<file path="src/rtl/maze_pkg.sv">
// Shared maze-router constants: candidate slot geometry and the empty-slot cost.
package maze_pkg;
    localparam int NSLOT  = 13;
    localparam int COST_W = 8;
    // All-ones so an empty slot never wins a min compare.
    localparam logic [COST_W-1:0] COST_EMPTY = {COST_W{1'b1}};
endpackage

</file>
<file path="src/rtl/cand_pri_enc.sv">
// Lowest-set-bit priority encoder: returns the index of the lowest set request bit plus a found flag.
module cand_pri_enc #(
    parameter int N     = 13,
    parameter int IDX_W = (N > 1) ? $clog2(N) : 1
) (
    input  logic [N-1:0]     req,
    output logic [IDX_W-1:0] idx,
    output logic             found
);

    // Scan upward and latch the first set bit.
    always_comb begin
        idx   = '0;
        found = 1'b0;
        for (int i = 0; i < N; i++) begin
            if (req[i] && !found) begin
                idx   = IDX_W'(i);
                found = 1'b1;
            end else begin
                idx   = idx;
                found = found;
            end
        end
    end

endmodule

</file>
<file path="src/rtl/cand_slots.sv">
// Candidate slot store feeding the min selector: insert into the lowest free slot, pop by cost match.
// Optional macro CAND_SLOTS_DEDUP_EN: drop inserts whose cost is already held in a valid slot.
module cand_slots #(
    parameter int NSLOT  = maze_pkg::NSLOT,
    parameter int COST_W = maze_pkg::COST_W
) (
    input  logic                    clk,
    input  logic                    rst,
    input  logic                    ins_valid,
    input  logic [COST_W-1:0]       ins_cost,
    output logic                    ins_ready,
    input  logic                    pop_req,
    input  logic [COST_W-1:0]       pop_cost,
    output logic                    pop_hit,
    output logic                    pop_miss,
    output logic [NSLOT-1:0]        slot_en,
    output logic [NSLOT*COST_W-1:0] slot_val,
    output logic [3:0]              count,
    output logic                    full,
    output logic                    empty
);

    localparam int IDX_W = (NSLOT > 1) ? $clog2(NSLOT) : 1;
    localparam logic [COST_W-1:0] EMPTY_C = COST_W'(maze_pkg::COST_EMPTY);

    logic [NSLOT-1:0]        slot_en_r, en_nx_s, match_s;
    logic [NSLOT*COST_W-1:0] slot_val_r, val_nx_s;
    logic [3:0]              count_r, count_nx_s;
    logic                    pop_hit_r, pop_miss_r;
    logic [IDX_W-1:0]        free_idx_s, match_idx_s;
    logic                    free_found_s, match_found_s;
    logic                    ins_acc_s, ins_store_s, pop_hit_s;

    assign full      = (count_r == 4'(NSLOT));
    assign empty     = (count_r == 4'd0);
    assign ins_ready = ~full;
    assign ins_acc_s = ins_valid && ins_ready;
    assign pop_hit_s = pop_req && match_found_s;

    // Per-slot pop match; only valid slots may match.
    always_comb begin
        match_s = '0;
        for (int i = 0; i < NSLOT; i++) begin
            match_s[i] = slot_en_r[i] && (slot_val_r[i*COST_W +: COST_W] == pop_cost);
        end
    end

    cand_pri_enc #(.N(NSLOT), .IDX_W(IDX_W)) u_free_enc (
        .req   (~slot_en_r),
        .idx   (free_idx_s),
        .found (free_found_s)
    );

    cand_pri_enc #(.N(NSLOT), .IDX_W(IDX_W)) u_match_enc (
        .req   (match_s),
        .idx   (match_idx_s),
        .found (match_found_s)
    );

`ifdef CAND_SLOTS_DEDUP_EN
    logic dup_s;

    // Duplicate detection against the pre-pop contents.
    always_comb begin
        dup_s = 1'b0;
        for (int i = 0; i < NSLOT; i++) begin
            if (slot_en_r[i] && (slot_val_r[i*COST_W +: COST_W] == ins_cost)) begin
                dup_s = 1'b1;
            end else begin
                dup_s = dup_s;
            end
        end
    end

    assign ins_store_s = ins_acc_s && !dup_s;
`else
    assign ins_store_s = ins_acc_s;
`endif

    // Next slot contents; the free slot comes from pre-pop state so it can never be the popped one.
    always_comb begin
        en_nx_s  = slot_en_r;
        val_nx_s = slot_val_r;
        if (pop_hit_s) begin
            en_nx_s[match_idx_s] = 1'b0;
            val_nx_s[int'(match_idx_s)*COST_W +: COST_W] = EMPTY_C;
        end else begin
            en_nx_s = en_nx_s;
        end
        if (ins_store_s && free_found_s) begin
            en_nx_s[free_idx_s] = 1'b1;
            val_nx_s[int'(free_idx_s)*COST_W +: COST_W] = ins_cost;
        end else begin
            val_nx_s = val_nx_s;
        end
    end

    // Occupancy tracking.
    always_comb begin
        case ({ins_store_s, pop_hit_s})
            2'b10:   count_nx_s = count_r + 4'd1;
            2'b01:   count_nx_s = count_r - 4'd1;
            default: count_nx_s = count_r;
        endcase
    end

    // State and registered pop result pulses.
    always_ff @(posedge clk or posedge rst) begin
        if (rst) begin
            slot_en_r  <= '0;
            slot_val_r <= {NSLOT{EMPTY_C}};
            count_r    <= 4'd0;
            pop_hit_r  <= 1'b0;
            pop_miss_r <= 1'b0;
        end else begin
            slot_en_r  <= en_nx_s;
            slot_val_r <= val_nx_s;
            count_r    <= count_nx_s;
            pop_hit_r  <= pop_hit_s;
            pop_miss_r <= pop_req && !match_found_s;
        end
    end

    assign slot_en  = slot_en_r;
    assign slot_val = slot_val_r;
    assign count    = count_r;
    assign pop_hit  = pop_hit_r;
    assign pop_miss = pop_miss_r;

endmodule

</file>
<file path="config.mk">
export PLATFORM = sky130hd
export DESIGN_NAME = cand_slots
export DESIGN_NICKNAME = d
export VERILOG_FILES = /design/src/rtl/maze_pkg.sv /design/src/rtl/cand_pri_enc.sv /design/src/rtl/cand_slots.sv
export SDC_FILE = /design/constraint.sdc
export NUM_CORES = 1
export LEC_CHECK = 0
export ABC_AREA = 1
export BUFFER_PORTS_ARGS = -buffer_cell sky130_fd_sc_hd__clkbuf_2
export CAP_MARGIN = 40
export CELL_PAD_IN_SITES_DETAIL_PLACEMENT = 1
export CELL_PAD_IN_SITES_GLOBAL_PLACEMENT = 1
export CORE_UTILIZATION = 41
export CTS_CLUSTER_SIZE = 8
export DETAILED_ROUTE_END_ITERATION = 12
export GPL_TIMING_DRIVEN = 0
export HOLD_SLACK_MARGIN = 0.05
export PLACE_DENSITY = 0.89
export SETUP_SLACK_MARGIN = 0.1
export SYNTH_ARGS = -nofsm -noshare
export SYNTH_HDL_FRONTEND = slang
export SYNTH_HIERARCHICAL = 1
export SYNTH_SLANG_ARGS = --single-unit
</file>
<file path="constraint.sdc">
create_clock -name clk -period 4.8 [get_ports clk]
set_input_delay 0.96 -clock clk [delete_from_list [all_inputs] [get_ports clk]]
set_output_delay 0.96 -clock clk [all_outputs]
set_load 0.01 [all_outputs]
</file>
# ---- Yosys cells after proc, flatten, opt, wreduce, memory -nomap -nowiden
# Cells that the tools add are included.
dict set report word_totals {
  ff_bits 123
  input_bits 20
  output_inout_bits 126
  wordCells 169
}
dict set report op_classes {
  addsub 4
  magnitude_cmp 4
  eq_ne 16
  n_shift 4
  n_mux 61
  n_bitwise 5
  reduce_logical 70
}
# operator n
set op_table {}
lappend op_table {{104-bit bitwise mux} 2}
lappend op_table {{104-bit 2-to-1 mux} 2}
lappend op_table {{8-bit by 33-bit variable shift with 104-bit output (first input constant)} 2}
lappend op_table {{8-bit == test} 13}
lappend op_table {{8-bit by 33-bit variable part select with 104-bit output} 1}
lappend op_table {{8-bit by 33-bit variable part select with 104-bit output (first input constant)} 1}
lappend op_table {{7-bit negation with 33-bit output} 2}
lappend op_table {{1-bit logical AND} 43}
lappend op_table {{4-bit 2-to-1 mux} 10}
lappend op_table {{1-bit 2-to-1 mux} 30}
lappend op_table {{13-bit 2-to-1 mux} 2}
lappend op_table {{13-bit NOT} 2}
lappend op_table {{1-bit logical NOT} 25}
lappend op_table {{3-bit 2-to-1 mux} 8}
lappend op_table {{13-bit AND} 1}
lappend op_table {{13-bit OR} 1}
lappend op_table {{4-bit by 5-bit less-than comparator with 1-bit output (second input constant)} 2}
lappend op_table {{1-bit demux with 4-bit select} 2}
lappend op_table {{4-bit by 1-bit >= comparator with 1-bit output (second input constant)} 2}
lappend op_table {{2-bit 2-to-1 mux} 4}
lappend op_table {{4-bit case mux with 2 select lines} 1}
lappend op_table {{4-bit by 1-bit adder with 4-bit output (second input constant)} 1}
lappend op_table {{4-bit == test (second input constant)} 1}
lappend op_table {{4-bit logical NOT} 1}
lappend op_table {{other kinds (5)} 5}

# ---- Longest topological paths before layout
# Gate-level depths: netlist of run 1.
dict set report depth {
  depth_word 48
  depth_mapped 25
  depth_no_buf 24
}

# ---- Modules after synthesis
# Netlist of run 1, hierarchy kept.
# mod instances cells_each area_each_um2 seq_area_each_um2
set modules_own_cells {}
lappend modules_own_cells {cand_slots 1 1075 7878.8 3208.1}
lappend modules_own_cells {cand_pri_enc 2 37 214.0 0.0}

# ---- Least setup slack after synthesis of run 1
# Ideal clock, no wire load.
dict set report synth_timing {
  path_kind {in2reg}
  startpoint {input port pop_cost[0]}
  endpoint {register slot_val_r[48] (netlist: slot_val[48])}
  setup_ns 0.072
  arrival_ns 3.806
  required_time_ns 4.728
  slack_ns 0.922
  stages 20
  n_path_buf 2
  path_cell_list {buf_2 > clkinv_1 > buf_2 > o2111ai_1 > nor2_1 > nor2_4 > nand3_2 > nor2_4 > nand4_2 > nor2_4 > nand4_2 > nand2_1 > nor3_1 > ha_1 > inv_1 > nor2_1 > nand2_2 > nor3_4 > nor2_1 > o21ai_1}
}
dict set report synth_between {
  elab_cells_between_ends 83
  cone_classes {add/sub: 1; eq/ne: 13; shift: 2; mux: 29; reduce/logical: 38}
}
# element line_no
set synth_rtl {}
lappend synth_rtl {{from (decl)} cand_slots.sv:13} ;# input logic [COST_W-1:0] pop_cost,
lappend synth_rtl {{8-bit == test *} cand_slots.sv:44} ;# match_s[i] = slot_en_r[i] && (slot_val_r[i*COST_W +: COST_W] == pop_cost);
lappend synth_rtl {{1-bit logical AND *} cand_slots.sv:44}
lappend synth_rtl {{via match_s[3]} cand_slots.sv:26} ;# logic [NSLOT-1:0] slot_en_r, en_nx_s, match_s;
lappend synth_rtl {{1-bit logical AND *} cand_pri_enc.sv:16} ;# if (req[i] && !found) begin
lappend synth_rtl {{1-bit 2-to-1 mux *} cand_pri_enc.sv:16}
lappend synth_rtl {{1-bit logical NOT} cand_pri_enc.sv:16}
lappend synth_rtl {{1-bit logical AND} cand_pri_enc.sv:16}
lappend synth_rtl {{1-bit 2-to-1 mux} cand_pri_enc.sv:16}
lappend synth_rtl {{[... 24 more ...]} --}
lappend synth_rtl {{via match_idx_s[2]} cand_slots.sv:30} ;# logic [IDX_W-1:0] free_idx_s, match_idx_s;
lappend synth_rtl {{7-bit negation with 33-bit output *} cand_slots.sv:86} ;# val_nx_s[int'(match_idx_s)*COST_W +: COST_W] = EMPTY_C;
lappend synth_rtl {{8-bit by 33-bit variable part select with 104-bit output or 8-bit by 33-bit variable shift with 104-bit output (tied branches)} cand_slots.sv:86}
lappend synth_rtl {{104-bit bitwise mux *} cand_slots.sv:86}
lappend synth_rtl {{104-bit 2-to-1 mux *} cand_slots.sv:84} ;# if (pop_hit_s) begin
lappend synth_rtl {{104-bit bitwise mux} cand_slots.sv:92} ;# val_nx_s[int'(free_idx_s)*COST_W +: COST_W] = ins_cost;
lappend synth_rtl {{104-bit 2-to-1 mux *} cand_slots.sv:90} ;# if (ins_store_s && free_found_s) begin
lappend synth_rtl {{via val_nx_s[48]} cand_slots.sv:27} ;# logic [NSLOT*COST_W-1:0] slot_val_r, val_nx_s;
lappend synth_rtl {{to (signal assigned)} cand_slots.sv:111} ;# slot_val_r <= {NSLOT{EMPTY_C}};
lappend synth_rtl {{to (signal assigned)} cand_slots.sv:117} ;# slot_val_r <= val_nx_s;
lappend synth_rtl {{to (decl)} cand_slots.sv:27}
# The timed path passes the listed nets; every way through them passes the cells marked *.
# A chain may end at the register's enable or synchronous reset.

# ---- Worst setup path in the final report of run 1
dict set report layout_timing {
  startpoint {input port pop_cost[3]}
  endpoint {register slot_val_r[31] (netlist: slot_val[31])}
}
dict set report layout_between {
  elab_cells_between_ends 83
  cone_classes {add/sub: 1; eq/ne: 13; shift: 2; mux: 29; reduce/logical: 38}
}
# element line_no
set layout_rtl {}
lappend layout_rtl {{8-bit == test *} cand_slots.sv:44}
lappend layout_rtl {{1-bit logical AND *} cand_slots.sv:44}
lappend layout_rtl {{via match_s[2]} cand_slots.sv:26}
lappend layout_rtl {{1-bit logical AND *} cand_pri_enc.sv:16}
lappend layout_rtl {{1-bit 2-to-1 mux} cand_pri_enc.sv:16}
lappend layout_rtl {{1-bit logical NOT} cand_pri_enc.sv:16}
lappend layout_rtl {{1-bit logical AND} cand_pri_enc.sv:16}
lappend layout_rtl {{1-bit 2-to-1 mux} cand_pri_enc.sv:16}
lappend layout_rtl {{[... 27 more ...]} --}
lappend layout_rtl {{via match_idx_s[1]} cand_slots.sv:30}
lappend layout_rtl {{7-bit negation with 33-bit output *} cand_slots.sv:86}
lappend layout_rtl {{8-bit by 33-bit variable part select with 104-bit output or 8-bit by 33-bit variable shift with 104-bit output (tied branches)} cand_slots.sv:86}
lappend layout_rtl {{104-bit bitwise mux *} cand_slots.sv:86}
lappend layout_rtl {{104-bit 2-to-1 mux *} cand_slots.sv:84}
lappend layout_rtl {{104-bit bitwise mux} cand_slots.sv:92}
lappend layout_rtl {{104-bit 2-to-1 mux *} cand_slots.sv:90}
lappend layout_rtl {{via val_nx_s[31]} cand_slots.sv:27}
# Marks and branches as above.

==> metrics.md, run 1 <==
| Metric | Value |
|---|---|
| Yosys reg bits | 123 |
| Die height | roughly 140 µm |
| Sequential fraction of the synthesis area | just under 40% |
| Number of fill cells in the layout | 2,589 |
| Root Buffer Master | clkbuf_16 |
| # DRC | 0 |
| H-tree depth | 4 |
| CTS max path bufs | 2 |
| I/O pins | 146 |
| Clock transition at path regs | approximately 60 ps |
| Post-Synthesis Cell Area | 0.00831 mm² |
| Hold Crit Depth | 2 |
| Final worst-path setup slack | 283 ps |
| Status | completed |
| Leakage | roughly 4.8 nW |
| Actual transition at the worst max-transition pin | 641 ps |
| Unique masters post-synth | 44 |
| ANT nets after route | 0 |
| Pin count of the biggest net entering global routing | about 90 |
| Yosys warning total | 6 |
| Post-synth EDFFs | 0 |
| Die area | 0.0208 mm² |
| Share of cells above drive strength 1 | approximately 29% |
| Hold wc startpoint | slot_val[58]$_DFF_PP1_ |
| Placer Congestion | around 0.96 |
| Tot Pwr | ~8.8 mW |
| Clk Latency, worst-skew pair | about 440 ps |
| R2r setup slk | ~760 ps |
| Reg-to-Reg Start | slot_en[0]$_DFF_PP0_ |
| Post-Syn Instances | 1,149 |
| Global-route wire length before repair | 52.1 mm |
| Footprint of the multi-input gates | 0.00435 mm² |
| CTS buffer count | 17 |
| Hold Crit Endpoint | slot_val[58]$_DFF_PP1_ |
| IO Port Bufs | 140 |
| Core area | 0.0197 mm² |
| Net count after synthesis | 1,186 |
| Final Hold Viols | 0 |
| Vias | 8,902 |
| Rel. slew slack | 57.1% |
| Critical Path AT | roughly 4900 ps |
| Synth-to-layout area growth | 21.0% |
| Detailed Routing Iterations Pass 1 | 5 |
| Final cycle utilization of the critical path | between 90% and 100% |
| Worst hold path class | flip-flop to flip-flop |
| Routed WL | roughly 35 mm |
| GRT Total Usage | between 30 and 40% |
| Type of origin of the critical path | primary input |
| Fin crit period | 4520 ps |
| Final setup TNS | 0 ps |
| Final Setup Violations | 0 |
| Total congestion overflow | 0 |
| Initial Util | 42.3% |
| RSZ-0062 raised after global routing | false |
| Vias in the first global route | 9,309 |
| DP Worst Slack | -522 ps |
| Crit path capture type | flip-flop |
| Synth async-reset ratio | between 90% and 100% |
| DP Wirelength | 25.2 mm |
| Highest fanout seen on the critical path | 10 |
| Most frequent cells in the layout | nand2_1, nor2_1, inv_1 |
| Synthesized area per cell | a little over 7 µm² |
| CTS tree | built |
| Final Max Slew Viols | 0 |
| Critical path class | primary input to flip-flop |
| Dpl cell area | around 0.0094 mm² |
| Top_reg_cell synth | dfstp_2 |
| Via/cell ratio | around 5.6 |
| TritonCTS Sinks | approximately 120 |
| Register area | between 0.003 and 0.004 mm² |
| Final Skew | 11.0 ps |
| ANT cells | 0 |
| Initial DRC Count | 625 |
| Final instance area | 0.0100 mm² |
| Max IR drop VDD | between 300 and 400 µV |
| Die width | between 100 and 150 µm |
| Hold_buf cts | 0 |
| Max Clk Rate | 0.221 GHz |
| Max Cap Viol | 0 |
| Row cnt | ~50 |
| Nets | about 1,300 |
| WL/cell | ~22 µm |
| Commonest non-fill, non-tap cell in the layout | nand2_1 |
| PD cells | a little under 900 mW/mm² |
| Initial antenna violation count | 0 |
| Reg2reg path depth | 17 |
| Critical Path RT | ~5100 ps |
| FF-to-FF End | slot_val[31]$_DFF_PP1_ |
registers in the layout, indices dropped and copies added (netlist names):
| name | cells |
|---|---|
| slot_val | 104 |
| pop_hit | 1 |
| count | 4 |
| slot_en | 13 |
| pop_miss | 1 |
worst max-delay path by stage:
stage | startpoint | to | slack, ps | cells after the start
finish | pop_cost[3] | slot_val[31]$_DFF_PP1_ | 280 | 22
global route | pop_cost[3] | slot_val[102]$_DFF_PP1_ | 110 | 25
CTS | pop_cost[1] | slot_val[31]$_DFF_PP1_ | 100 | 22
detailed placement | pop_cost[1] | slot_val[42]$_DFF_PP1_ | -520 | 22
global placement | rst | count[1]$_DFFE_PP0P_ | -930 | 2
floorplan | rst | count[0]$_DFFE_PP0P_ | 740 | 1
per-layer routing:
metal / vias to the layer above / global-route usage, % / routed length [µm]
met5: - / 0 / 0
met4: 0 / 18.6 / 1720
met2: 387 / 55.6 / 16200
met1: 4386 / 41.7 / 13900
li1: 4006 / - / -
met3: 123 / 8.25 / 2600
area by class of cell:
cell class,count,area share [%]
inverter,158,6.13
timing repair buffer,144,7.63
sequential,123,31.9
tap,265,3.30
buffer,28,1.83
clock inverter,5,0.523
multi-input combinational,840,43.3
clock buffer,26,5.39
Yosys cell counts, types with 2 or more instances:
cell type | number | area (µm²)
nand2_2 | 8 | 50.1
o22ai_1 | 28 | 175
nor3_2 | 4 | 40.0
dfstp_2 | 104 | 2730
nor2_2 | 19 | 119
clkinv_1 | 3 | 11.3
nand2_1 | 286 | 1070
inv_1 | 147 | 552
nor3_1 | 13 | 65.1
a21oi_1 | 32 | 160
nand2_4 | 3 | 33.8
nor4_1 | 7 | 43.8
clkbuf_1 | 6 | 22.5
buf_4 | 5 | 37.5
nand4_1 | 14 | 87.6
a22o_1 | 2 | 17.5
nand4_2 | 7 | 87.6
nor2_4 | 11 | 124
o21ai_1 | 21 | 105
nand3_4 | 2 | 35.0
o211ai_1 | 2 | 15.0
buf_6 | 4 | 45.0
nand3_1 | 60 | 300
xnor2_1 | 33 | 289
nor2_1 | 167 | 627
o21ai_0 | 71 | 355
nand3_2 | 4 | 40.0
inv_2 | 6 | 22.5
xor2_1 | 8 | 70.1
dfrtp_1 | 19 | 475
a221oi_1 | 2 | 17.5
buf_2 | 13 | 65.1
o41ai_1 | 2 | 17.5
ha_1 | 16 | 200
o2111ai_1 | 11 | 96.3
critical path, cell delays in order:
cell and delay (ps):
clkbuf_4 240, inv_1 240, clkbuf_4 340, o22ai_1 110
nor2_1 90, nand4_1 140, nor2_1 310, nor2_4 80
nand3_2 120, nor2_4 50, nand3_1 120, nand2_1 80
nor2_1 150, nand2_2 170, inv_1 200, ha_1 300
xor2_2 160, inv_2 160, nand2_1 110, nor2_2 380
nor2_1 80, o21ai_0 250
report_power, final:
group / switching, mW / leakage [nW] / internal [mW] / total, mW
Combinational: 3.83 / 3.20 / 1.54 / 5.36
Sequential: 0.455 / 1.30 / 1.69 / 2.15
Clock: 0.496 / 0.292 / 0.824 / 1.32
what timing repair did:
item	CTS	global route
endpoints found under the setup margin	87	105
setup buffers	0	2
gates resized for setup	3	19
kinds of logic after synthesis:
group	count (synthesis)	synth area share (%)
AOI/OAI and AO/OA	174	11.8
xor gates and xnor gates	42	4.52
DFF	123	38.6
buffers and inverters	186	9.28
adders and majority gates	17	2.65
and+or+nand+nor	607	33.1
stage by stage:
step           hold slack, ps  utilization [%]  instances
3_5_place_dp              538             47.7       1556
3_3_place_gp              525             47.5       1554
2_1_floorplan             533                -       1149
4_1_cts                   546             50.8       1587
5_1_grt                   569             51.1       1589
6_report                  547             51.1       1589
Note: power is estimated with default switching activity, not from simulation.
==> run 2: changes to the inputs <==
- CORE_MARGIN: unset -> 2
==> run 2 against run 1 <==
- hold slack got worse by 12 ps
- register-to-register slack improved by 110 ps
- fmax decreased by 0.53%
- count of clock-buffer cells in the layout decreased by 3
- total power about the same
- final area increased by 0.46%
- via count increased by 0.33%
==> metrics.md, run 2 (synthesis gave the netlist of run 1 again) <==
| Metric | Value |
|---|---|
| Status | completed |
| GRT Total Usage | a little under a third |
| Crit-path cells | clkbuf_4 -> inv_1 -> buf_2 -> o22ai_1 -> nor2_1 -> nand4_1 -> nor2_1 -> nor2_4 -> nand3_2 -> nor2_4 -> nand4_2 -> nor2_4 -> o21ai_1 -> nand2_1 -> inv_1 -> ha_1 -> xor2_2 -> inv_2 -> nand2_1 -> nor2_4 -> nor2_1 -> o21ai_0 |
| Initial Util | 41.5% |
| Initial antenna violation count | 0 |
| Synth-to-layout area growth | 21.5% |
| Vias in the first global route | approximately 9,200 |
| H-tree depth | 4 |
| Max Clk Rate | between 0.2 and 0.25 GHz |
| TritonCTS Sinks | about 120 |
| Type of origin of the critical path | primary input |
| CP most frequent cell | nor2_4 |
| Global-route wire length before repair | roughly 51 mm |
| Row cnt | 52 |
| Max FFs per register | between 100 and 150 |
| IO Port Bufs | 140 |
| Critical path class | primary input to flip-flop |
| Commonest non-fill, non-tap cell in the layout | nand2_1 |
| Pin count of the biggest net entering global routing | between 80 and 90 |
| Max IR drop VDD | between 400 and 500 µV |
| Clk Latency, worst-skew pair | between 400 and 500 ps |
| Nets | ~1,300 |
| Via/cell ratio | approximately 5.6 |
| CTS tree | built |
| Worst hold path class | primary input to async pin |
| Crit path capture type | flip-flop |
| CTS buffer count | 17 |
| Reg-to-Reg Start | slot_en[3]$_DFF_PP0_ |
| Slowest CP cell | buf_2 |
| Final Setup Violations | 0 |
| # DRC | 0 |
| Critical Path RT | 5140 ps |
| ANT cells | 0 |
| Hold_ws | 535 ps |
| CP max stage delay | about 370 ps |
| Die height | ~150 µm |
| I/O pins | roughly 150 |
| Final Skew | slightly above 10 ps |
| Critical Path AT | about 5000 ps |
| Total congestion overflow | 0 |
| Tot Pwr | approximately 8.8 mW |
| WL/cell | 21.4 µm |
| Leakage | 4.79 nW |
| Clock transition at path regs | roughly 60 ps |
| Reg2reg path depth | 17 |
| Most frequent cells in the layout | nand2_1, nor2_1, inv_1 |
| Fin crit period | 4540 ps |
| Routed WL | between 30 and 40 mm |
| DP Wirelength | 25.1 mm |
| Share of cells above drive strength 1 | ~29% |
| PD cells | between 800 and 900 mW/mm² |
| Rel. slew slack | roughly 60% |
| CTS max path bufs | 2 |
| Die width | between 100 and 150 µm |
| Root Buffer Master | clkbuf_16 |
| ANT nets after route | 0 |
| R2r setup slk | just under 900 ps |
| Number of fill cells in the layout | between 2,000 and 3,000 |
| Final Hold Viols | 0 |
| Initial DRC Count | 672 |
| Placer Congestion | between 0.9 and 1 |
| Highest fanout seen on the critical path | 10 |
| RSZ-0062 raised after global routing | false |
| Final cycle utilization of the critical path | between 90% and 100% |
| Hold_buf cts | 0 |
| Vias | just under 9,000 |
| Final Max Slew Viols | 0 |
| Detailed Routing Iterations Pass 1 | 4 |
| Die area | 0.0214 mm² |
| Max Cap Viol | 0 |
| Core area | roughly 0.02 mm² |
| Actual transition at the worst max-transition pin | about 600 ps |
| FF-to-FF End | slot_val[27]$_DFF_PP1_ |
[run 2: cell count changes in the layout (fill, tap and decap cells not counted), sizes merged]
cell      change
clkinvlp      +2
clkbuf        -3
bufinv        +1
clkinv        +1
[run 2: critical path, delay by kind of cell]
family	cells	cell delay (ps)
AND/OR/NAND/NOR	12	1770
buffers and inverters	5	1190
adder cells (fa/ha/maj)	1	300
XOR/XNOR	1	150
AO/OA/AOI/OAI	3	480
[run 2: cell type report]
cell class              count  area [µm²]  share of cell area (%)
multi-input cells         840        4380                    43.4
inverters                 158         616                    6.10
flip-flops and latches    123        3210                    31.8
repair buffers            144         754                    7.47
plain buffers              28         185                    1.83
well taps                 270         338                    3.35
clock inverters             9         110                    1.09
clock buffers              23         499                    4.95
[run 2: layer usage]
| metal | track usage [%] | share of wire (%) | up-vias |
|---|---|---|---|
| met2 | 51.2 | 47 | 404 |
| met1 | 38.7 | 40 | 4385 |
| met5 | 0 | 0 | - |
| li1 | - | - | 4027 |
| met4 | 18.8 | 5.8 | 0 |
| met3 | 6.38 | 7.3 | 115 |
[run 2: how the worst max path moves through the flow]
stage	from	end	slack [ps]	cells after the start
6_report	pop_cost[3]	slot_val[95]$_DFF_PP1_	260	22
5_1_grt	pop_cost[3]	slot_val[27]$_DFF_PP1_	60	22
4_1_cts	pop_cost[6]	slot_val[95]$_DFF_PP1_	110	19
3_5_place_dp	pop_cost[1]	slot_val[92]$_DFF_PP1_	-490	21
3_3_place_gp	rst	count[1]$_DFFE_PP0P_	-960	2
2_1_floorplan	rst	count[0]$_DFFE_PP0P_	740	1
[run 2: through the flow]
stage / worst slack, ps / utilization (%) / cell area, µm² / TNS (ps) / std cells
detailed placement: -488 / 46.9 / 9390 / -36730 / 1561
CTS: 105 / 50.0 / 10000 / 0 / 1595
floorplan: 741 / - / 8310 / 0 / 1149
global placement: -958 / 46.6 / 9350 / -38950 / 1559
finish: 259 / 50.4 / 10100 / 0 / 1595
global route: 55.3 / 50.4 / 10100 / 0 / 1595
[run 2: timing repair]
item | in CTS | in global routing
resized for setup | 5 | 24
buffers inserted | 2 | 0
cloned | 0 | 0
endpoints found under the setup margin | 78 | 104
pin swaps | 0 | 2
[run 2: where the power goes]
| group | switching, mW | internal [mW] |
|---|---|---|
| Clock | 0.508 | 0.836 |
| Sequential | 0.448 | 1.69 |
| Combinational | 3.81 | 1.54 |
| Total | 4.76 | 4.07 |
